<file path="config.mk">
export PLATFORM = sky130hd
export DESIGN_NAME = in_chunks_flat
export DESIGN_NICKNAME = d
export VERILOG_FILES = /design/src/rtl/in_chunks_pkg.sv /design/src/rtl/in_chunks_if.sv /design/src/rtl/in_chunks_chunk_fifo.sv /design/src/rtl/in_chunks.sv /design/src/flat_wrapper.sv
export SDC_FILE = /design/constraint.sdc
export NUM_CORES = 1
export LEC_CHECK = 0
export CAP_MARGIN = 20
export CORE_MARGIN = 3
export CORE_UTILIZATION = 55
export DETAILED_ROUTE_END_ITERATION = 10
export DONT_BUFFER_PORTS = 1
export MAX_ROUTING_LAYER = met4
export PLACE_DENSITY = 0.82
export SYNTH_ARGS = -nofsm -noshare
export SYNTH_HDL_FRONTEND = slang
export SYNTH_SLANG_ARGS = --single-unit
</file>
<file path="constraint.sdc">
create_clock -name clk -period 3.25 [get_ports clk]
set_input_delay 0.325 -clock clk [delete_from_list [all_inputs] [get_ports clk]]
set_output_delay 0.325 -clock clk [all_outputs]
set_load 0.03 [all_outputs]
</file>
<file path="src/rtl/in_chunks_pkg.sv">
// Shared constants and helpers for the nibble-stream word assembler.
package in_chunks_pkg;

    localparam int unsigned CHUNK_W    = 4;
    localparam int unsigned WORD_W_DEF = 8;
    localparam int unsigned DEPTH_DEF  = 4;

    typedef logic [CHUNK_W-1:0] chunk_t;

    // Bits needed to count 0..n-1, never less than one.
    function automatic int unsigned cnt_width(input int unsigned n);
        int unsigned w;
        w = 1;
        while ((32'd1 << w) < n) begin
            w = w + 1;
        end
        return w;
    endfunction

endpackage

</file>
<file path="src/rtl/in_chunks_if.sv">
// Chunk input stream and assembled-word output handshake of in_chunks.
interface in_chunks_if
    import in_chunks_pkg::*;
#(
    parameter int unsigned WORD_W = WORD_W_DEF
);

    logic              in_valid;
    chunk_t            in_bits;
    logic              in_last;
    logic              word_valid;
    logic [WORD_W-1:0] word_data;
    logic              word_last;
    logic              word_ready;

    // master is the environment: chunk producer and word consumer
    modport master (
        output in_valid, in_bits, in_last, word_ready,
        input  word_valid, word_data, word_last
    );

    modport slave (
        input  in_valid, in_bits, in_last, word_ready,
        output word_valid, word_data, word_last
    );

endinterface

</file>
<file path="src/rtl/in_chunks_chunk_fifo.sv">
// Small word FIFO with wrap-bit pointers and a registered head (first-word fall-through).
module chunk_fifo #(
    parameter int unsigned W     = 9,
    parameter int unsigned DEPTH = 4
) (
    input  logic         clk,
    input  logic         rst_n,
    input  logic         wr_en,
    input  logic [W-1:0] wr_data,
    input  logic         rd_en,
    output logic [W-1:0] rd_data,
    output logic         full,
    output logic         empty
);

    localparam int unsigned AW = $clog2(DEPTH);
    localparam int unsigned PW = AW + 1;

    logic [PW-1:0] wr_ptr;
    logic [PW-1:0] rd_ptr;
    logic [PW-1:0] wr_ptr_n;
    logic [PW-1:0] rd_ptr_n;
    logic [W-1:0]  mem [DEPTH];
    logic [W-1:0]  head_q;
    logic          do_push;
    logic          do_pop;

    assign empty = (wr_ptr == rd_ptr);
    assign full  = (wr_ptr[AW] != rd_ptr[AW]) && (wr_ptr[AW-1:0] == rd_ptr[AW-1:0]);

    // A full FIFO still accepts a write when the head leaves in the same cycle.
    assign do_pop  = rd_en & ~empty;
    assign do_push = wr_en & (~full | do_pop);

    always_comb begin
        rd_ptr_n = rd_ptr + PW'(do_pop);
        wr_ptr_n = wr_ptr + PW'(do_push);
    end

    // Pointers and head register; head bypasses memory when the new head is being written now.
    always_ff @(posedge clk or negedge rst_n) begin
        if (!rst_n) begin
            wr_ptr <= '0;
            rd_ptr <= '0;
            head_q <= '0;
        end else begin
            wr_ptr <= wr_ptr_n;
            rd_ptr <= rd_ptr_n;
            if (wr_ptr_n != rd_ptr_n) begin
                if (do_push && (rd_ptr_n == wr_ptr)) begin
                    head_q <= wr_data;
                end else begin
                    head_q <= mem[rd_ptr_n[AW-1:0]];
                end
            end
        end
    end

    // Storage array; every slot is written before it can become the head.
    always_ff @(posedge clk) begin
        if (do_push) begin
            mem[wr_ptr[AW-1:0]] <= wr_data;
        end
    end

    assign rd_data = head_q;

endmodule

</file>
<file path="src/rtl/in_chunks.sv">
// Assembles MS-first nibble chunks into words, queues them, and flags framing/overflow faults.
module in_chunks
    import in_chunks_pkg::*;
#(
    parameter int unsigned WORD_W = WORD_W_DEF,
    parameter int unsigned DEPTH  = DEPTH_DEF
) (
    input  logic        clk,
    input  logic        rst_n,
    in_chunks_if.slave  bus,
    output logic        frame_err,
    output logic        overflow
);

    localparam int unsigned CHUNKS = WORD_W / CHUNK_W;
    localparam int unsigned CNT_W  = cnt_width(CHUNKS);
    localparam int unsigned ENT_W  = WORD_W + 1;

    logic [CNT_W-1:0]  cnt;
    logic [WORD_W-1:0] asm_q;
    logic [WORD_W-1:0] push_word;
    logic [ENT_W-1:0]  rd_entry;
    logic              word_end;
    logic              push_req;
    logic              pop;
    logic              fifo_full;
    logic              fifo_empty;
    logic              bad_last;

    assign word_end  = (cnt == CNT_W'(CHUNKS - 1));
    assign push_req  = bus.in_valid & word_end;
    assign push_word = {asm_q[WORD_W-CHUNK_W-1:0], bus.in_bits};
    assign bad_last  = bus.in_valid & bus.in_last & ~word_end;
    assign pop       = ~fifo_empty & bus.word_ready;

    // Chunk counter and shift-in assembly register; a misplaced in_last realigns to a fresh word.
    always_ff @(posedge clk or negedge rst_n) begin
        if (!rst_n) begin
            cnt   <= '0;
            asm_q <= '0;
        end else if (bus.in_valid) begin
            if (word_end || bus.in_last) begin
                cnt <= '0;
            end else begin
                cnt <= cnt + CNT_W'(1);
            end
            if (bad_last) begin
                asm_q <= '0;
            end else begin
                asm_q <= push_word;
            end
        end
    end

    // Sticky fault flags, cleared only by reset.
    always_ff @(posedge clk or negedge rst_n) begin
        if (!rst_n) begin
            frame_err <= 1'b0;
            overflow  <= 1'b0;
        end else begin
            if (bad_last) begin
                frame_err <= 1'b1;
            end
            if (push_req && fifo_full && !pop) begin
                overflow <= 1'b1;
            end
        end
    end

    chunk_fifo #(
        .W     (ENT_W),
        .DEPTH (DEPTH)
    ) u_fifo (
        .clk     (clk),
        .rst_n   (rst_n),
        .wr_en   (push_req),
        .wr_data ({bus.in_last, push_word}),
        .rd_en   (pop),
        .rd_data (rd_entry),
        .full    (fifo_full),
        .empty   (fifo_empty)
    );

    // The last marker travels as the top bit of each FIFO entry.
    assign bus.word_valid = ~fifo_empty;
    assign bus.word_last  = rd_entry[WORD_W];
    assign bus.word_data  = rd_entry[WORD_W-1:0];

endmodule

</file>
<file path="src/flat_wrapper.sv">
// flat-port wrapper written by rule: the top's interface ports become plain ports
module in_chunks_flat import in_chunks_pkg::*;
#(
    parameter int unsigned WORD_W = WORD_W_DEF,
    parameter int unsigned DEPTH  = DEPTH_DEF
)
  (clk, rst_n, frame_err, overflow, bus_in_valid, bus_in_bits, bus_in_last, bus_word_ready, bus_word_valid, bus_word_data, bus_word_last);
  in_chunks_if #(.WORD_W(WORD_W)) bus_i ();
  input  logic clk;
  input  logic rst_n;
  output logic frame_err;
  output logic overflow;
  input wire logic [$bits(bus_i.in_valid)-1:0] bus_in_valid;
  input wire logic [$bits(bus_i.in_bits)-1:0] bus_in_bits;
  input wire logic [$bits(bus_i.in_last)-1:0] bus_in_last;
  input wire logic [$bits(bus_i.word_ready)-1:0] bus_word_ready;
  output wire logic [$bits(bus_i.word_valid)-1:0] bus_word_valid;
  output wire logic [$bits(bus_i.word_data)-1:0] bus_word_data;
  output wire logic [$bits(bus_i.word_last)-1:0] bus_word_last;
  assign bus_i.in_valid = bus_in_valid;
  assign bus_i.in_bits = bus_in_bits;
  assign bus_i.in_last = bus_in_last;
  assign bus_i.word_ready = bus_word_ready;
  assign bus_word_valid = bus_i.word_valid;
  assign bus_word_data = bus_i.word_data;
  assign bus_word_last = bus_i.word_last;
  in_chunks #(.WORD_W(WORD_W), .DEPTH(DEPTH)) u_core (.clk(clk), .rst_n(rst_n), .bus(bus_i), .frame_err(frame_err), .overflow(overflow));
endmodule
</file>
Word-level counts from Yosys, hierarchy flattened
Memory sizes are Yosys's and may differ from the RTL's.
Index checks and enable logic that the tools add are counted.
- flip-flop bits (word level): 22
- bits in latches: 0
- RAM bits: 36
- ROM bits: 0
- input bits: 9
- output and inout port bits: 12
- word-level logic and storage cells: 37
- memories: 1
- memories (name ; depth ; width ; rd ports ; clocked after memory_dff ; write ports ; RTL line ; RTL):
    u_core.u_fifo.mem ; 4 ; 9 ; 1 ; 0 ; 1 ; in_chunks_chunk_fifo.sv:23 ; logic [W-1:0] mem [DEPTH];
- $add $sub $neg: 3
- $mul: 0
- divide/modulo/power cells: 0
- order comparisons: 0
- equal/unequal tests: 5
- shift operators: 0
- mux-type cells: 5
- bitwise logic cells: 10
- reduce and logical (&&, ||, !) cells: 6
- operator list (kind ; count):
    $mux W9 ; 1
    $add A3 B1 Y3 ; 2
    $and A1 B1 Y1 ; 6
    $eq A3 B3 Y1 ; 2
    $logic_and A1 B1 Y1 ; 4
    $mux W4 ; 1
    $mux W1 ; 3
    $ne A3 B3 Y1 ; 1
    $not A1 Y1 ; 3
    $eq A2 B2 Y1 ; 1
    $add A1 B1 Y1 const B ; 1
    $logic_not A1 Y1 ; 1
    $logic_or A1 B1 Y1 ; 1
    $ne A1 B1 Y1 ; 1
    $or A1 B1 Y1 ; 1

Depth between registers and ports, before layout
- depth after elaboration: 8
- mapped depth: 11
- mapped depth without buffers: 10

Modules after synthesis
From an unflattened synthesis, not the netlist that was laid out.
- cells, all modules: 155
- area, all modules: 2492.4 um2
- by module, submodules not included (module ; times used ; cells each ; area an instance (um2)):
    chunk_fifo ; 1 ; 124 ; 2180.8
    in_chunks ; 1 ; 31 ; 311.5

Least setup slack after synthesis
Ideal clock, no wire load.
- path kind: register to register
- start: register u_core.u_fifo.rd_ptr[2]
- end: register u_core.u_fifo.head_q[0] (netlist: u_core.u_fifo.rd_data[0])
- arrival time: 2.815 ns
- required time: 3.123 ns
- path slack: 0.309 ns
- stages on the path, launching flop included: 11
- buffers on the path: 1
- path through: dfrtp_1 > xnor2_1 > nand2_1 > and2_1 > ha_1 > ha_1 > buf_2 > xor2_1 > nor2_1 > nand2_2 > a2bb2oi_1
- cells in the longest elaborated chain, start to end: 8
- elaborated cells between the ends (all ways): 16
- classes of those cells: add/sub (2); eq/ne (4); mux (1); bitwise (6); reduce/logical (2); memory (1)
- RTL lines (item ; RTL line ; RTL):
    from (decl) ; in_chunks_chunk_fifo.sv:20 ; logic [PW-1:0] rd_ptr;
    from (signal assigned) ; in_chunks_chunk_fifo.sv:48 ; rd_ptr <= rd_ptr_n;
    $eq A3 B3 Y1 * ; in_chunks_chunk_fifo.sv:28 ; assign empty = (wr_ptr == rd_ptr);
    $not A1 Y1 * ; n/a ;
    via bus_word_valid ; flat_wrapper.sv:17 ; output wire logic [$bits(bus_i.word_valid)-1:0] bus_word_valid;
    $and A1 B1 Y1 ; in_chunks.sv:34 ; assign pop = ~fifo_empty & bus.word_ready;
    $and A1 B1 Y1 * ; in_chunks_chunk_fifo.sv:32 ; assign do_pop = rd_en & ~empty;
    $add A3 B1 Y3 * ; in_chunks_chunk_fifo.sv:36 ; rd_ptr_n = rd_ptr + PW'(do_pop);
    via u_core.u_fifo.rd_ptr_n[1] ; in_chunks_chunk_fifo.sv:22 ; logic [PW-1:0] rd_ptr_n;
    branches (longest 3 deep; another with $mem_v2 Z4 W9) ; n/a ;
    to (signal assigned) ; in_chunks_chunk_fifo.sv:51 ; head_q <= wr_data;
    to (signal assigned) ; in_chunks_chunk_fifo.sv:53 ; head_q <= mem[rd_ptr_n[AW-1:0]];
    to (decl) ; in_chunks_chunk_fifo.sv:24 ; logic [W-1:0] head_q;
Mark *: on every way through the listed nets, which the timed path passes.
A chain may end at the register's enable or synchronous reset.

Worst setup path after layout
- start: register u_core.u_fifo.wr_ptr[1]
- end: register u_core.u_fifo.head_q[8] (netlist: u_core.u_fifo.rd_data[8])
- cells in the longest elaborated chain, start to end: 8
- elaborated cells between the ends (all ways): 16
- classes of those cells: add/sub (2); eq/ne (4); mux (1); bitwise (6); reduce/logical (2); memory (1)
- RTL lines (item ; RTL line ; RTL):
    from (decl) ; in_chunks_chunk_fifo.sv:19 ; logic [PW-1:0] wr_ptr;
    from (signal assigned) ; in_chunks_chunk_fifo.sv:47 ; wr_ptr <= wr_ptr_n;
    $eq A3 B3 Y1 ; in_chunks_chunk_fifo.sv:28 ;
    $not A1 Y1 ; in_chunks_chunk_fifo.sv:32, in_chunks.sv:34 ;
    $and A1 B1 Y1 ; in_chunks.sv:34 ;
    $and A1 B1 Y1 ; in_chunks_chunk_fifo.sv:32 ;
    $or A1 B1 Y1 / $add A3 B1 Y3 (equally long branches) ; in_chunks_chunk_fifo.sv:33, in_chunks_chunk_fifo.sv:36 ;
    $and A1 B1 Y1 / $eq A3 B3 Y1 (equally long branches) ; in_chunks_chunk_fifo.sv:33, in_chunks_chunk_fifo.sv:50 ;
    $add A3 B1 Y3 / $logic_and A1 B1 Y1 (equally long branches) ; in_chunks_chunk_fifo.sv:37, in_chunks_chunk_fifo.sv:50 ;
    $ne A3 B3 Y1 / $mux W9 (equally long branches) ; in_chunks_chunk_fifo.sv:49, in_chunks_chunk_fifo.sv:50 ;
Several ways; a longest one is shown, not always the timed one.

==> out/qor.csv <==
metric,value,unit
Combinational Power Share,43.7,%
vias in the first global route,1421,
CTS resizes,0,
Int Power,2.02,mW
"flops & latches, synth",58,
XOR/XNOR Fraction of Synth Area,4.85,%
drt drc,0,
Yosys warning total,0,
share of flip-flops with an asynchronous set or reset,37.9,%
leading area contributor after synthesis,edfxtp_1,
Congestion Overflow GR,0,
layout cells sized above 1,23.8,%
I/O pin count,21,
minimum clock period,2.89,ns
worst-skew pair later-pin latency,0.33,ns
Fillers,292,
first-pass GRT wire length,7460,um
row cnt,23,
"count leader, synth",edfxtp_1,
Critical Path Source Type,flip-flop,
Compound-Gate Fraction of Synth Area,11.5,%
routed len/inst,20.9,um
DR pass1 iterations,4,
Yosys cell types,33,
total wire length,4560,um
Synth area leaders,"edfxtp_1 44%, dfrtp_1 22%, mux4_2 8.3%, a32oi_1 3.2%, a2bb2oi_1 2.9%",
Post-Syn Area per Cell,16.6,sq um
port bufs,0,
Via density,6.15,
RSZ-0062 raised after global routing,no,
Nets,176,
die width,72.7,um
worst hold stages,0,
syn_nets,161,
drt initial violations,92,
Cells after Synth,148,
Worst R2R Start,u_core.u_fifo.wr_ptr[1]$_DFF_PN0_,
final slew viol count,0,
switching pwr,1.29,mW
"reg-to-reg slack, setup",0.36,ns
Rel. slew slack,64.5,%
Leak,1.02,nW
# diodes,0,
Core Area,4140,sq um
"Hold Violations, Final",0,
Finish-stage setup viols,0,
Post-Synth Adder-Cell Area,2.04,%
Sw Ratio,39.0,%
Fmax achieved,0.346,GHz
Slew @ Worst Pin,0.529,ns
P per Cell Area,1200,nW/um^2
Worst Path Required,3.45,ns
ys flop type,edfxtp_1,
main combinational cell family by area after synthesis,compound AO/OA/AOI/OAI gates,
worst r2r path cells,10,
total CTS buffers,9,
chip height,72.7,um
Worst setup EP type,flip-flop,
pin count of the biggest net entering global routing,23,
CTS root buf,clkbuf_8,
"top cells by count, synth","36 x edfxtp_1, 22 x dfrtp_1, 9 x a32oi_1, 9 x mux4_2",
postcts setup bufs,0,
launch point of the worst path,u_core.u_fifo.wr_ptr[1]$_DFF_PN0_,
routability cong.,0.895,
sequential fraction of design power,36.6,%
Max Cap Viol,0,
Area Growth Syn to Fin,12.7,%
DPL Wire Length,3020,um
Setup Slack @ Placement,0.369,ns
post-route setup slack,0.363,ns
H-Tree Depth,3,
critical path data arrival time,3.09,ns
total clock sinks,58,
Synth Area in Simple Gates,4.14,%
Starting Density,59.1,%
Post-DP Area,2540,sq um
r2r endpoint,u_core.u_fifo.rd_data[8]$_DFFE_PN0P_,
min-delay src,bus_in_bits[3],
clock power share,19.6,%
synthesized area,2450,sq um
cell area after layout,2760,sq um
fin crit share,88.8,%
antenna-violating nets left,0,
antenna violations before repair,0,
Peak VDD IR,594,uV
Post-synth EDFFs,36,
status,"finished, final reports clean",
Worst Hold Class,in2reg,
post-synthesis mux area share,8.73,%
CTS tree,done,
Hold EP,u_core.u_fifo.mem[2][3]$_DFFE_PP_,
maximum fanout along the worst path,9,
type of the worst setup path,reg2reg,
"Clk pin slew, worst setup/hold paths",0.06,ns
final setup skew,0.00733,ns
Total Negative Setup Slacks,0,ns
routed vias,1341,
Synth top area share,44.1,%
gr usage total,20.7,%
Clock Path Buffers,2,
register area share after synthesis,66.6,%
Die Area,5290,sq um
[state kept, by name, indices dropped and copies added (netlist names)]
signal                 count
u_core.u_fifo.mem         36
u_core.asm_q               4
u_core.cnt                 1
u_core.frame_err           1
u_core.u_fifo.rd_data      9
u_core.u_fifo.rd_ptr       3
u_core.u_fifo.wr_ptr       3
u_core.overflow            1
[per-stage QoR]
stage,hold slack [ns],util [%],std cells,total power [mW]
after detailed placement,0.0300,61.3,200,2.66
after CTS,0.0709,66.3,217,3.34
final,0.0924,66.6,218,3.32
after floorplan,0.0294,-,148,2.34
after global routing,0.0677,66.6,218,3.50
after global placement,0.0300,61.3,200,2.61
[layout by cell type (no fill, tap or decap), types with 6 or more instances in the layout]
cell type	count
a32oi_1	9
a2bb2oi_1	8
xor2_1	8
mux4_2	9
edfxtp_1	36
buf_4	8
clkbuf_8	11
o21ai_1	8
nand2_1	6
dfrtp_1	22
[critical path, cell delays in order (launching register included)]
cell	delay, ns
dfrtp_1	0.47
xor2_1	0.23
nor2_1	0.17
nand2_1	0.08
and2_1	0.17
ha_1	0.17
ha_1	0.20
xor3_1	0.40
or3_1	0.57
o21ai_1	0.22
a2bb2oi_1	0.09
[what timing repair did]
item,in CTS,in global routing
endpoints found under the hold margin,22,0
hold buffers,1,0
endpoints found under the setup margin,0,0
[power by group through the flow]
stage	Clock, mW	Sequential [mW]	Combinational [mW]
4_1_cts	0.667	1.22	1.45
3_3_place_gp	0	1.22	1.39
6_report	0.651	1.21	1.45
3_5_place_dp	0	1.23	1.43
2_1_floorplan	0	1.19	1.15
5_1_grt	0.702	1.23	1.56
[kinds of logic after synthesis]
logic type / Yosys count
AOI/OAI and AO/OA: 34
and+or+nand+nor: 20
DFF: 58
buffers and inverters: 11
xor gates and xnor gates: 11
muxes: 10
adders and majority gates: 4
[worst max path at each step]
| stage | to | depth (start not counted) | slack (ns) |
|---|---|---|---|
| floorplan | u_core.u_fifo.rd_data[0]$_DFFE_PN0P_ | 10 | 0.31 |
| global placement | u_core.u_fifo.rd_data[1]$_DFFE_PN0P_ | 9 | 0.45 |
| detailed placement | u_core.u_fifo.rd_data[6]$_DFFE_PN0P_ | 9 | 0.37 |
| CTS | u_core.u_fifo.rd_data[8]$_DFFE_PN0P_ | 9 | 0.36 |
| global route | u_core.u_fifo.rd_data[6]$_DFFE_PN0P_ | 10 | 0.20 |
| finish | u_core.u_fifo.rd_data[8]$_DFFE_PN0P_ | 10 | 0.36 |
[routing by layer]
metal	global-route usage (%)	part of all wire, %	wire, um	vias up
met4	8.61	2.4	111	0
met5	-	0	0	-
met2	30.8	50	2260	44
li1	-	-	-	616
met1	25.0	40	1840	668
met3	8.95	7.5	341	13
[final cells by class]
| class | instances | area, sq um | share of cell area [%] |
|---|---|---|---|
| clock buffers | 13 | 159 | 5.75 |
| clock inverters | 3 | 38.8 | 1.40 |
| inverters | 5 | 18.8 | 0.680 |
| multi-input cells | 79 | 766 | 27.7 |
| flip-flops and latches | 58 | 1630 | 59.1 |
| well taps | 50 | 62.6 | 2.27 |
| repair buffers | 10 | 85.1 | 3.08 |
Power figures use the tool's default switching activity.
